--- src/rtl/id_ex_stage_pkg.sv ---
// Shared PCPU definitions: control-bundle layout, encodings
// and the bubble constant used by the ID/EX boundary.
package id_ex_stage_pkg;

  localparam int ALUCTR_W = 4;
  localparam int BRANCH_W = 3;
  localparam int JUMP_W   = 2;
  localparam int MEMWR_W  = 2;
  localparam int MEMRD_W  = 2;
  localparam int FLAGS_W  = 8;
  localparam int REG_W    = 5;

  localparam logic [ALUCTR_W-1:0] ALU_ADDU = 4'd0;
  localparam logic [ALUCTR_W-1:0] ALU_SUBU = 4'd1;
  localparam logic [ALUCTR_W-1:0] ALU_AND  = 4'd2;
  localparam logic [ALUCTR_W-1:0] ALU_OR   = 4'd3;
  localparam logic [ALUCTR_W-1:0] ALU_SLT  = 4'd4;
  localparam logic [ALUCTR_W-1:0] ALU_SLL  = 4'd5;

  localparam logic [MEMRD_W-1:0] MR_NONE = 2'd0;
  localparam logic [MEMRD_W-1:0] MR_LW   = 2'd1;
  localparam logic [MEMRD_W-1:0] MR_LB   = 2'd2;
  localparam logic [MEMRD_W-1:0] MR_LBU  = 2'd3;

  localparam logic [MEMWR_W-1:0] MW_NONE = 2'd0;
  localparam logic [MEMWR_W-1:0] MW_SW   = 2'd1;
  localparam logic [MEMWR_W-1:0] MW_SB   = 2'd2;

  typedef struct packed {
    logic [ALUCTR_W-1:0] alu_ctr;
    logic [BRANCH_W-1:0] branch;
    logic [JUMP_W-1:0]   jump;
    logic [MEMWR_W-1:0]  mem_wr;
    logic [MEMRD_W-1:0]  mem_read;
    logic [FLAGS_W-1:0]  flags;
  } ctrl_t;

  localparam int    CTRL_W      = $bits(ctrl_t);
  localparam ctrl_t CTRL_BUBBLE = ctrl_t'({CTRL_W{1'b0}});

  function automatic logic is_load(input logic [MEMRD_W-1:0] mr);
    return mr != MR_NONE;
  endfunction

endpackage

--- src/rtl/id_ex_stage_load_use_detect.sv ---
// Combinational load-use hazard check of the ID instruction
// against a load currently sitting in EX.
module load_use_detect
  import id_ex_stage_pkg::*;
(
  input  logic [MEMRD_W-1:0] ex_mem_read,
  input  logic [REG_W-1:0]   ex_rt,
  input  logic               ex_valid,
  input  logic [REG_W-1:0]   id_rs,
  input  logic [REG_W-1:0]   id_rt,
  input  logic               id_valid,
  output logic               load_use
);

  // $0 is never written, so a load targeting it cannot create a hazard
  assign load_use = ex_valid & is_load(ex_mem_read)
                  & (ex_rt != '0) & id_valid
                  & ((ex_rt == id_rs) | (ex_rt == id_rt));

endmodule

--- src/rtl/id_ex_stage.sv ---
// ID/EX pipeline register with load-use bubble insertion,
// flush/hold handling and a saturating bubble counter.
module id_ex_stage
  import id_ex_stage_pkg::*;
#(
  parameter int DATA_W = 32,
  parameter int CNT_W  = 16
) (
  input  logic                clk,
  input  logic                rst,
  input  logic                id_valid,
  input  logic [ALUCTR_W-1:0] id_ALUctr,
  input  logic [BRANCH_W-1:0] id_Branch,
  input  logic [JUMP_W-1:0]   id_Jump,
  input  logic [MEMWR_W-1:0]  id_MemWr,
  input  logic [MEMRD_W-1:0]  id_MemRead,
  input  logic [FLAGS_W-1:0]  id_flags,
  input  logic [DATA_W-1:0]   id_pc4,
  input  logic [DATA_W-1:0]   id_busA,
  input  logic [DATA_W-1:0]   id_busB,
  input  logic [DATA_W-1:0]   id_imm,
  input  logic [REG_W-1:0]    id_rs,
  input  logic [REG_W-1:0]    id_rt,
  input  logic [REG_W-1:0]    id_rd,
  input  logic [REG_W-1:0]    id_shamt,
  input  logic                ex_flush,
  input  logic                ex_hold,
  output logic [ALUCTR_W-1:0] ex_ALUctr,
  output logic [BRANCH_W-1:0] ex_Branch,
  output logic [JUMP_W-1:0]   ex_Jump,
  output logic [MEMWR_W-1:0]  ex_MemWr,
  output logic [MEMRD_W-1:0]  ex_MemRead,
  output logic [FLAGS_W-1:0]  ex_flags,
  output logic [DATA_W-1:0]   ex_pc4,
  output logic [DATA_W-1:0]   ex_busA,
  output logic [DATA_W-1:0]   ex_busB,
  output logic [DATA_W-1:0]   ex_imm,
  output logic [REG_W-1:0]    ex_rs,
  output logic [REG_W-1:0]    ex_rt,
  output logic [REG_W-1:0]    ex_rd,
  output logic [REG_W-1:0]    ex_shamt,
  output logic                ex_valid,
  output logic                stall_if,
  output logic [CNT_W-1:0]    bubble_cnt
);

  ctrl_t id_ctrl;
  ctrl_t ex_ctrl;
  logic  load_use;
  logic  bubble;

  assign id_ctrl = '{alu_ctr:  id_ALUctr,
                     branch:   id_Branch,
                     jump:     id_Jump,
                     mem_wr:   id_MemWr,
                     mem_read: id_MemRead,
                     flags:    id_flags};

  assign ex_ALUctr  = ex_ctrl.alu_ctr;
  assign ex_Branch  = ex_ctrl.branch;
  assign ex_Jump    = ex_ctrl.jump;
  assign ex_MemWr   = ex_ctrl.mem_wr;
  assign ex_MemRead = ex_ctrl.mem_read;
  assign ex_flags   = ex_ctrl.flags;

  load_use_detect u_lud (
    .ex_mem_read (ex_ctrl.mem_read),
    .ex_rt       (ex_rt),
    .ex_valid    (ex_valid),
    .id_rs       (id_rs),
    .id_rt       (id_rt),
    .id_valid    (id_valid),
    .load_use    (load_use)
  );

  // A flush already kills the dependent instruction, so no IF stall
  assign stall_if = ~rst & (ex_hold | (load_use & ~ex_flush));
  assign bubble   = ex_flush | load_use;

  always_ff @(posedge clk) begin
    if (rst) begin
      ex_ctrl  <= CTRL_BUBBLE;
      ex_valid <= 1'b0;
      ex_pc4   <= '0;
      ex_busA  <= '0;
      ex_busB  <= '0;
      ex_imm   <= '0;
      ex_rs    <= '0;
      ex_rt    <= '0;
      ex_rd    <= '0;
      ex_shamt <= '0;
    end else if (!ex_hold) begin
      ex_ctrl  <= bubble ? CTRL_BUBBLE : id_ctrl;
      ex_valid <= bubble ? 1'b0 : id_valid;
      ex_pc4   <= id_pc4;
      ex_busA  <= id_busA;
      ex_busB  <= id_busB;
      ex_imm   <= id_imm;
      ex_rs    <= id_rs;
      ex_rt    <= id_rt;
      ex_rd    <= id_rd;
      ex_shamt <= id_shamt;
    end
  end

  always_ff @(posedge clk) begin
    if (rst) begin
      bubble_cnt <= '0;
    end else if (!ex_hold && bubble && id_valid
                 && bubble_cnt != {CNT_W{1'b1}}) begin
      bubble_cnt <= bubble_cnt + 1'b1;
    end
  end

endmodule

--- config.mk ---
export PLATFORM = sky130hd
export DESIGN_NAME = id_ex_stage
export DESIGN_NICKNAME = d
export VERILOG_FILES = /design/src/rtl/id_ex_stage_pkg.sv /design/src/rtl/id_ex_stage_load_use_detect.sv /design/src/rtl/id_ex_stage.sv
export SDC_FILE = /design/constraint.sdc
export NUM_CORES = 1
export LEC_CHECK = 0
export BUFFER_PORTS_ARGS = -buffer_cell sky130_fd_sc_hd__buf_2
export CORE_AREA = 5 5 137 139
export DETAILED_ROUTE_END_ITERATION = 10
export DIE_AREA = 0 0 142 144
export HOLD_SLACK_MARGIN = 0.1
export PLACE_DENSITY = 0.81
export SLEW_MARGIN = 20
export SYNTH_ARGS = -nofsm -noshare
export SYNTH_HDL_FRONTEND = slang
export SYNTH_SLANG_ARGS = --single-unit
--- constraint.sdc ---
create_clock -name clk -period 5 [get_ports clk]
set_input_delay 0.25 -clock clk [delete_from_list [all_inputs] [get_ports clk]]
set_output_delay 0.25 -clock clk [all_outputs]
set_load 0.1 [all_outputs]
Word level (Yosys, flattened, before mapping)

Index checks and enable logic that the tools add are counted.

Word-level logic and storage cells: 39
Flip-flop bits (word level): 186

Add/sub/neg operators: 1
Equality and inequality tests: 3
Muxes and demuxes: 2
Bitwise gates (word level): 11
Reductions and logical operators: 6

Operators with widths:

| operator                | count |
|---|---|
| $mux W21                | 1 |
| $add A16 B1 Y16 const B | 1 |
| $ne A16 B16 Y1 const B  | 1 |
| $eq A5 B5 Y1            | 2 |
| $and A1 B1 Y1           | 6 |
| $reduce_bool A5 Y1      | 1 |
| $logic_and A1 B1 Y1     | 3 |
| $or A1 B1 Y1            | 3 |
| $not A1 Y1              | 2 |
| $reduce_bool A2 Y1      | 1 |
| $logic_not A1 Y1        | 1 |
| $mux W1                 | 1 |

Longest topological paths before layout

Gate-level depths: netlist (run 1).

Depth after elaboration: 9
Mapped depth: 8
Depth with buffers taken out: 6

Hierarchy

A second synthesis (run 1) with hierarchy kept.

Cells, all modules: 677
Area total of the unflattened synthesis: 6,922.9 µm²

Modules (own cells, without submodules):

| module          | sequential area each (µm²) | area each (µm²) | cells each | instances |
|---|---|---|---|---|
| id_ex_stage     | 3,723.6                    | 6,784.0         | 659        | 1 |
| load_use_detect | 0.0                        | 138.9           | 18         | 1 |

Worst setup path after synthesis (run 1)

Ideal clock, no wire load.

Kind: flip-flop to output port
Start: register ex_rt[0]
End: output port stall_if
Slack: 1,646 ps
Data required time: 4,750 ps
Arrival time: 3,104 ps
Stages on the path, launching flop included: 6
Cells stage by stage: dfxtp_1 xnor2_1 nand3_1 o22ai_2 nand3b_1 a21oi_1

Longest elaborated chain between the ends: 7

Ends and longest elaborated chain:

| what                        | line                              | RTL |
|---|---|---|
| start, declared             | id_ex_stage.sv:39                 | `output logic [REG_W-1:0] ex_rt,` |
| start signal, assigned      | id_ex_stage.sv:100                | `ex_rt <= id_rt;` |
| $reduce_bool A5 Y1          | id_ex_stage_load_use_detect.sv:17 | `& (ex_rt != '0) & id_valid` |
| $and A1 B1 Y1 (2 in series) | id_ex_stage_load_use_detect.sv:17 |  |
| $and A1 B1 Y1 *             | id_ex_stage_load_use_detect.sv:18 | `& ((ex_rt == id_rs) \| (ex_rt == id_rt));` |
| $and A1 B1 Y1 *             | id_ex_stage.sv:77                 | `assign stall_if = ~rst & (ex_hold \| (load_use & ~ex_flush));` |
| $or A1 B1 Y1 *              | id_ex_stage.sv:77                 |  |
| $and A1 B1 Y1 *             | id_ex_stage.sv:77                 |  |
| end, declared               | id_ex_stage.sv:43                 | `output logic stall_if,` |

Every way passes the cells marked *; elsewhere a longest branch is shown, timed or not.

Final worst setup path (run 1)

Start: input port id_rs[4]
End: output port stall_if

Longest elaborated chain between the ends: 6

Ends and longest elaborated chain:

| what            | line                              | RTL |
|---|---|---|
| start, declared | id_ex_stage.sv:22                 | `input logic [REG_W-1:0] id_rs,` |
| $eq A5 B5 Y1    | id_ex_stage_load_use_detect.sv:18 |  |
| $or A1 B1 Y1    | id_ex_stage_load_use_detect.sv:18 |  |
| $and A1 B1 Y1   | id_ex_stage_load_use_detect.sv:18 |  |
| $and A1 B1 Y1   | id_ex_stage.sv:77                 |  |
| $or A1 B1 Y1    | id_ex_stage.sv:77                 |  |
| $and A1 B1 Y1   | id_ex_stage.sv:77                 |  |

No other way between the ends.

==> flow_summary.toml, run 1 <==
[floorplanning]
dieWidth_um = 142
dieArea_um2 = 20400
initial_core_util_pct = 39.2
die_h_um = 144
core_um2 = 17500
rows = 49
ios = 361

[final_layout]
multi_input_area_um2 = 2950
nNetsFinal = 1346
synthToLayoutAreaGrowth_pct = 59.9
instances_no_fill = 1416
drive_gt1_share_pct = 33.7
fillCellCount = 1347
regArea_um2 = 3720
final_cell_mix = "buf_2, dfxtp_1, nor2_1, dlygate4sd3_1, mux2i_1"
final_common_cell = "buf_2"

[critical_path]
endpoint_kind = "output port"
crit_type = "in2out"
cpPeakStageDelay_ps = 530
worstPathMaxFanout = 3
required_ps = 4750
worstPathArrival_ps = 2220
crit_path_frequent_cell = "buf_2"
cp_slowest_cell = "dlygate4sd3_1"
cp_cell_sequence = "dlygate4sd3_1, buf_2, xnor2_1, nand3_1, o22ai_2, nand3b_1, a21oi_1, buf_2"
start_kind = "input port"

[flow_run]
max_cap_viol_count = 0

[timing]
clock_skew_ps = 13.0
post-route-period-util_pct = 49.4
worst_slack_ps = 2530
maxSlewHeadroom_pct = 26.8
setup_violations = 0
clock.fmax_mhz = 405
worst_slew_pin_slew_ps = 1100
slew_violations = 0
hold_viol = 0
rsz0062_at_grt = "false"
fin_tns_setup_ps = 0
period_needed_ps = 2470

[global_route]
overflow = 0
use_met2_pct = 40.9
grt_util_met1_pct = 25.2
grt_pass1_wl_um = 37900
grt_max_degree = 112
grt.busiest_layer = "met2"
grt_use_met3_pct = 6.81
antenna_found_initial = 2
grt_pass1_vias = 7329
grt_use_total_pct = 23.1

[clock_tree]
clock_path_buffers = 2
cts_made_buffers = 17
clk_pin_slew_ps = 60
cts.htree.levels = 4
clock_sinks = 186
clk_latency_ps = 420
cts_root_buf = "clkbuf_16"
post_cts_resized = 0
cts_tree = "done"

[synth]
ys_seq_area_share_pct = 54.2
syn_area_um2 = 6870
yosysWarnings = 0
synth.distinct_cells = 36
synth_seq_cells = 186
syn_inst = 676
avgSynthCellArea_um2 = 10.2
synth.net_count = 851

[routing]
drt_iter0_drc = 309
drt_wl_total_um = 24800
via_count = 6995
antenna_left = 0
vias_per_cell = 4.94
dr.pass1.iters = 5
post_drt_wl_per_cell_um = 17.5
drcViolationCount = 0

[power_and_ir_drop]
p_seq_share_pct = 40.7
pwr-share-comb_pct = 26.5
pwr-share-clk_pct = 32.8
p_sw_mw = 1.45
p_leak_nw = 5.48
internal-power_mw = 2.50
swShare_pct = 36.7
power.total_mw = 3.95
ir_drop_mv = 0.249
p_per_area_nw_per_um2 = 360

[run_status]
status = "finished, final reports clean"

[place]
place.gp.congestion = 0.801
port_buffers = 360
post-place-ws_ps = 2380
hpwl_um = 15100
dp_cells = 1221

[min_path]
hp-class = "in2reg"
==> path summary, 6_finish.rpt <==
| path | from | endpoint | slack [ps] | depth (start not counted) |
|---|---|---|---|---|
| setup / recovery | id_rs[4] | stall_if | 2530 | 8 |
| hold / removal | id_rs[1] | ex_rs[1] | 110 | 3 |
| setup reg to reg | bubble_cnt[0] | bubble_cnt[5] | 2780 | 6 |
| hold reg to reg | ex_pc4[6] | ex_pc4[6] | 490 | 2 |
==> area by class of cell <==
cell class	count	area share (%)
Sequential cell	186	33.9
Timing Repair Buffer	522	31.3
Multi-Input combinational cell	439	26.8
Clock buffer	18	4.00
Tap cell	229	2.61
Clock inverter	14	1.13
Inverter	5	0.171
Antenna cell	3	0.0684
==> layer usage <==
metal  routed length, um  share of wire [%]
met3                1560                6.3
met5                   7              0.028
met2               13000                 52
met1                9160                 37
met4                1060                4.3
==> cells in the mapped netlist (all sizes together) <==
cell type  count  area [um2]
nand3         10        50.1
nor2         175         657
o31a           1        8.76
or4            9        67.6
inv            5        18.8
nand2          7        26.3
o211ai         2        15.0
buf           25         119
o31ai          9        67.6
a21oi         16        83.8
a221oi         1        8.76
or3            5        31.3
a211oi         2        15.0
nand4          3        18.8
dfxtp        186        3720
a22oi         22         165
xnor2         10        87.6
o211a          1        10.0
nor3b          1        7.51
o21ai          5        28.8
ha             1        12.5
nand3b         2        15.0
mux2           1        11.3
or3b           1        8.76
and3           2        12.5
nor2b          1        6.26
nor3           2        10.0
mux2i        148        1480
clkbuf        21        78.8
o22ai          1        12.5
nor4           1        6.26
==> power by group through the flow <==
| stage | combinational (mW) | sequential (mW) | clock, mW |
|---|---|---|---|
| global placement | 0.921 | 1.63 | 0 |
| detailed placement | 0.930 | 1.64 | 0 |
| global route | 1.09 | 1.62 | 1.39 |
| CTS | 1.03 | 1.60 | 1.33 |
| floorplan | 0.182 | 2.19 | 0 |
| finish | 1.05 | 1.61 | 1.30 |
==> flip-flops by register name (all words and copies together), names as in the netlist <==
| register | cells |
|---|---|
| bubble_cnt | 16 |
| ex_ALUctr | 4 |
| ex_Branch | 3 |
| ex_Jump | 2 |
| ex_MemRead | 2 |
| ex_MemWr | 2 |
| ex_busA | 32 |
| ex_busB | 32 |
| ex_flags | 8 |
| ex_imm | 32 |
| ex_pc4 | 32 |
| ex_rd | 5 |
| ex_rs | 5 |
| ex_rt | 5 |
| ex_shamt | 5 |
| ex_valid | 1 |
==> cells by family (layout without fill, tap and decap cells) <==
logic type / Yosys count / in the layout / synth area share (%)
XOR/XNOR: 10 / 10 / 1.28
AO/OA/AOI/OAI: 60 / 60 / 6.05
flip-flops: 186 / 186 / 54.2
adder cells (fa/ha/maj): 1 / 1 / 0.182
other: 0 / 3 / 0
multiplexers: 149 / 149 / 21.7
buffers and inverters: 51 / 559 / 3.15
AND/OR/NAND/NOR: 219 / 219 / 13.4
==> per-stage QoR <==
step | hold WS, ps | utilization, % | instance area (um2)
6_report | 107 | 62.6 | 11000
5_1_grt | 102 | 62.6 | 11000
4_1_cts | 100 | 62.4 | 10900
3_5_place_dp | 477 | 50.2 | 8800
3_3_place_gp | 468 | 50.2 | 8800
2_1_floorplan | 394 | - | 6870
==> critical path: cells and delay by family <==
kind | cells | cell delay [ps]
buf+inv | 3 | 1120
compound gates | 2 | 470
simple gates | 2 | 230
xor+xnor | 1 | 140
==> timing repair <==
action | CTS | global route
hold buffers | 158 | 1
buffers inserted | 0 | 0
hold endpoints to repair | 158 | 1
Power figures use the tool's default switching activity.
==> run 2, diff against run 1 <==
--- a/config.mk
+++ b/config.mk
@@ -5,12 +5,13 @@
 export SDC_FILE = /design/constraint.sdc
 export NUM_CORES = 1
 export LEC_CHECK = 0
+export ABC_AREA = 1
 export BUFFER_PORTS_ARGS = -buffer_cell sky130_fd_sc_hd__buf_2
-export CORE_AREA = 5 5 137 139
+export CORE_AREA = 5 5 147 121
 export DETAILED_ROUTE_END_ITERATION = 10
-export DIE_AREA = 0 0 142 144
+export DIE_AREA = 0 0 152 126
 export HOLD_SLACK_MARGIN = 0.1
-export PLACE_DENSITY = 0.81
+export PLACE_DENSITY = 0.87
 export SLEW_MARGIN = 20
 export SYNTH_ARGS = -nofsm -noshare
 export SYNTH_HDL_FRONTEND = slang
==> constraint.sdc (replaced) <==
create_clock -name clk -period 2.3 [get_ports clk]
set_input_delay 0.115 -clock clk [delete_from_list [all_inputs] [get_ports clk]]
set_output_delay 0.115 -clock clk [all_outputs]
set_load 0.1 [all_outputs]
==> run 2 against run 1 <==
Against the previous run: critical path depth is 1 higher; via count is 25% higher; die area is 6.3% lower; flip-flop and latch count stayed put; register-to-register slack worse by 2400 ps; critical path type is now reg2reg; critical endpoint is now ex_flags[1]; largest cell class unchanged; largest power group unchanged.
==> flow_summary.toml, run 2 <==
[timing]
fin_tns_setup_ps = 0
slew_violations = 0
post-route-period-util_pct = 82.1
maxSlewHeadroom_pct = 54.8
clock.fmax_mhz = 530
rsz0062_at_grt = "false"
setup_violations = 0
period_needed_ps = 1890
whs_ps = 143
worst_slack_ps = 412
worst_slew_pin_slew_ps = 678
clock_skew_ps = 7.48
hold_viol = 0

[clock_tree]
cts_made_buffers = 17
post_cts_buffers = 0
clock_sinks = 186
clock_path_buffers = 2
clk_latency_ps = 420
cts.htree.levels = 4
clk_pin_slew_ps = 70
cts_root_buf = "clkbuf_16"
cts_tree = "done"

[place]
dp_cells = 1499
port_buffers = 360
place.gp.congestion = 0.867
post-place-ws_ps = 529
postPlaceCellArea_um2 = 9070
hpwl_um = 16200

[power_and_ir_drop]
p_per_area_nw_per_um2 = 788
ir_drop_mv = 0.537
p_leak_nw = 5.54
power.total_mw = 8.92

[routing]
met1Wirelength_um = 10200
post_drt_wl_per_cell_um = 17.0
met3_length_um = 2930
via_count = 8763
drt_wl_total_um = 29000
highest_layer = "met5"
wl_met2_um = 14100
drcViolationCount = 0
dr.pass1.iters = 5
antenna_left = 0
vias_per_cell = 5.15
drt_iter0_drc = 830

[final_layout]
instances_no_fill = 1703
final_common_cell = "buf_2"
regArea_um2 = 3720
nNetsFinal = 1642
fillCellCount = 1107
synthToLayoutAreaGrowth_pct = 59.6
final_core_util_pct = 70.0
drive_gt1_share_pct = 27.9
multi_input_area_um2 = 2900
final_cell_mix = "buf_2, nor2_1, dfxtp_1, dlygate4sd3_1, o21ai_0"
fin_area_um2 = 11300

[min_path]
hp-class = "in2reg"

[critical_path]
start_kind = "flip-flop"
worstPathArrival_ps = 2230
required_ps = 2640
endpoint_kind = "flip-flop"
worstPathMaxFanout = 31
crit_type = "reg2reg"

[global_route]
grt_use_total_pct = 29.1
grt_pass1_vias = 8659
antenna_found_initial = 4
overflow = 0
grt_pass1_wl_um = 45500
grt_max_degree = 112

[synth]
yosysWarnings = 0
synthTopCellsByCount = "nor2_1, dfxtp_1, o21ai_0"
synth_top_area_share_pct = 52.4
yosys.area.top_type = "dfxtp_1"
synth_edf_count = 0
syn_area_um2 = 7100
synth.area.top_cells = "dfxtp_1, nor2_1, o21ai_0"
synth_seq_cells = 186
synth.net_count = 1148
avgSynthCellArea_um2 = 7.30
synth.distinct_cells = 24
ys_seq_area_share_pct = 52.4
syn_inst = 973
synth_ff_type = "dfxtp_1"
yosysMostFrequentCell = "nor2_1"
async_reset_ff_share_pct = 0

[floorplanning]
rows = 42
dieArea_um2 = 19200
ios = 361
dieWidth_um = 152
die_h_um = 126
initial_core_util_pct = 43.9
core_um2 = 16200

[flow_run]
max_cap_viol_count = 0

[run_status]
status = "finished, final reports clean"
-- run 2: where the power goes --
part | internal [mW] | switching [mW]
clock | 1.44 | 1.37
combinational | 0.585 | 2.00
sequential | 3.42 | 0.118
-- run 2: worst paths after layout --
check,from,endpoint,slack [ps],cells after the start
worst max-delay path,ex_rt[4],ex_flags[1],410,9
worst max register to register,ex_rt[4],ex_flags[1],410,9
worst min-delay path,ex_hold,ex_ALUctr[2],140,3
worst min register to register,ex_flags[5],ex_flags[5],460,2
-- run 2: metal layers --
layer  vias to the layer above  track usage (%)
met3                       137             9.91
met4                         2             17.7
li1                       4088                -
met2                       579             49.8
met1                      3957             31.1
met5                         -                0
-- run 2: kinds of logic after synthesis --
logic type | share of synthesized area (%)
flip-flops | 52.4
buffers and inverters | 6.91
AO/OA/AOI/OAI | 12.7
adder cells (fa/ha/maj) | 0.176
AND/OR/NAND/NOR | 27.4
XOR/XNOR | 0.370
-- run 2: critical path: stages, from the launching register on --
cell	delay, ps
dfxtp_1	360
nor3_1	230
nand3_1	100
nand3_1	70
inv_1	60
nand2_2	80
nand2_4	190
inv_2	370
nand3_1	150
a21oi_1	200
-- run 2: repair_timing --
item | in CTS | in global routing
resized for setup | 0 | 0
hold buffers | 169 | 0
hold endpoints to repair | 169 | 0
-- run 2: area by class of cell --
cell class,instances,area share (%)
Tap cell,220,2.43
Multi-Input combinational cell,668,25.6
Inverter,54,1.82
Clock inverter,14,1.18
Antenna cell,3,0.0663
Clock buffer,18,3.79
Timing Repair Buffer,540,32.3
Sequential cell,186,32.9
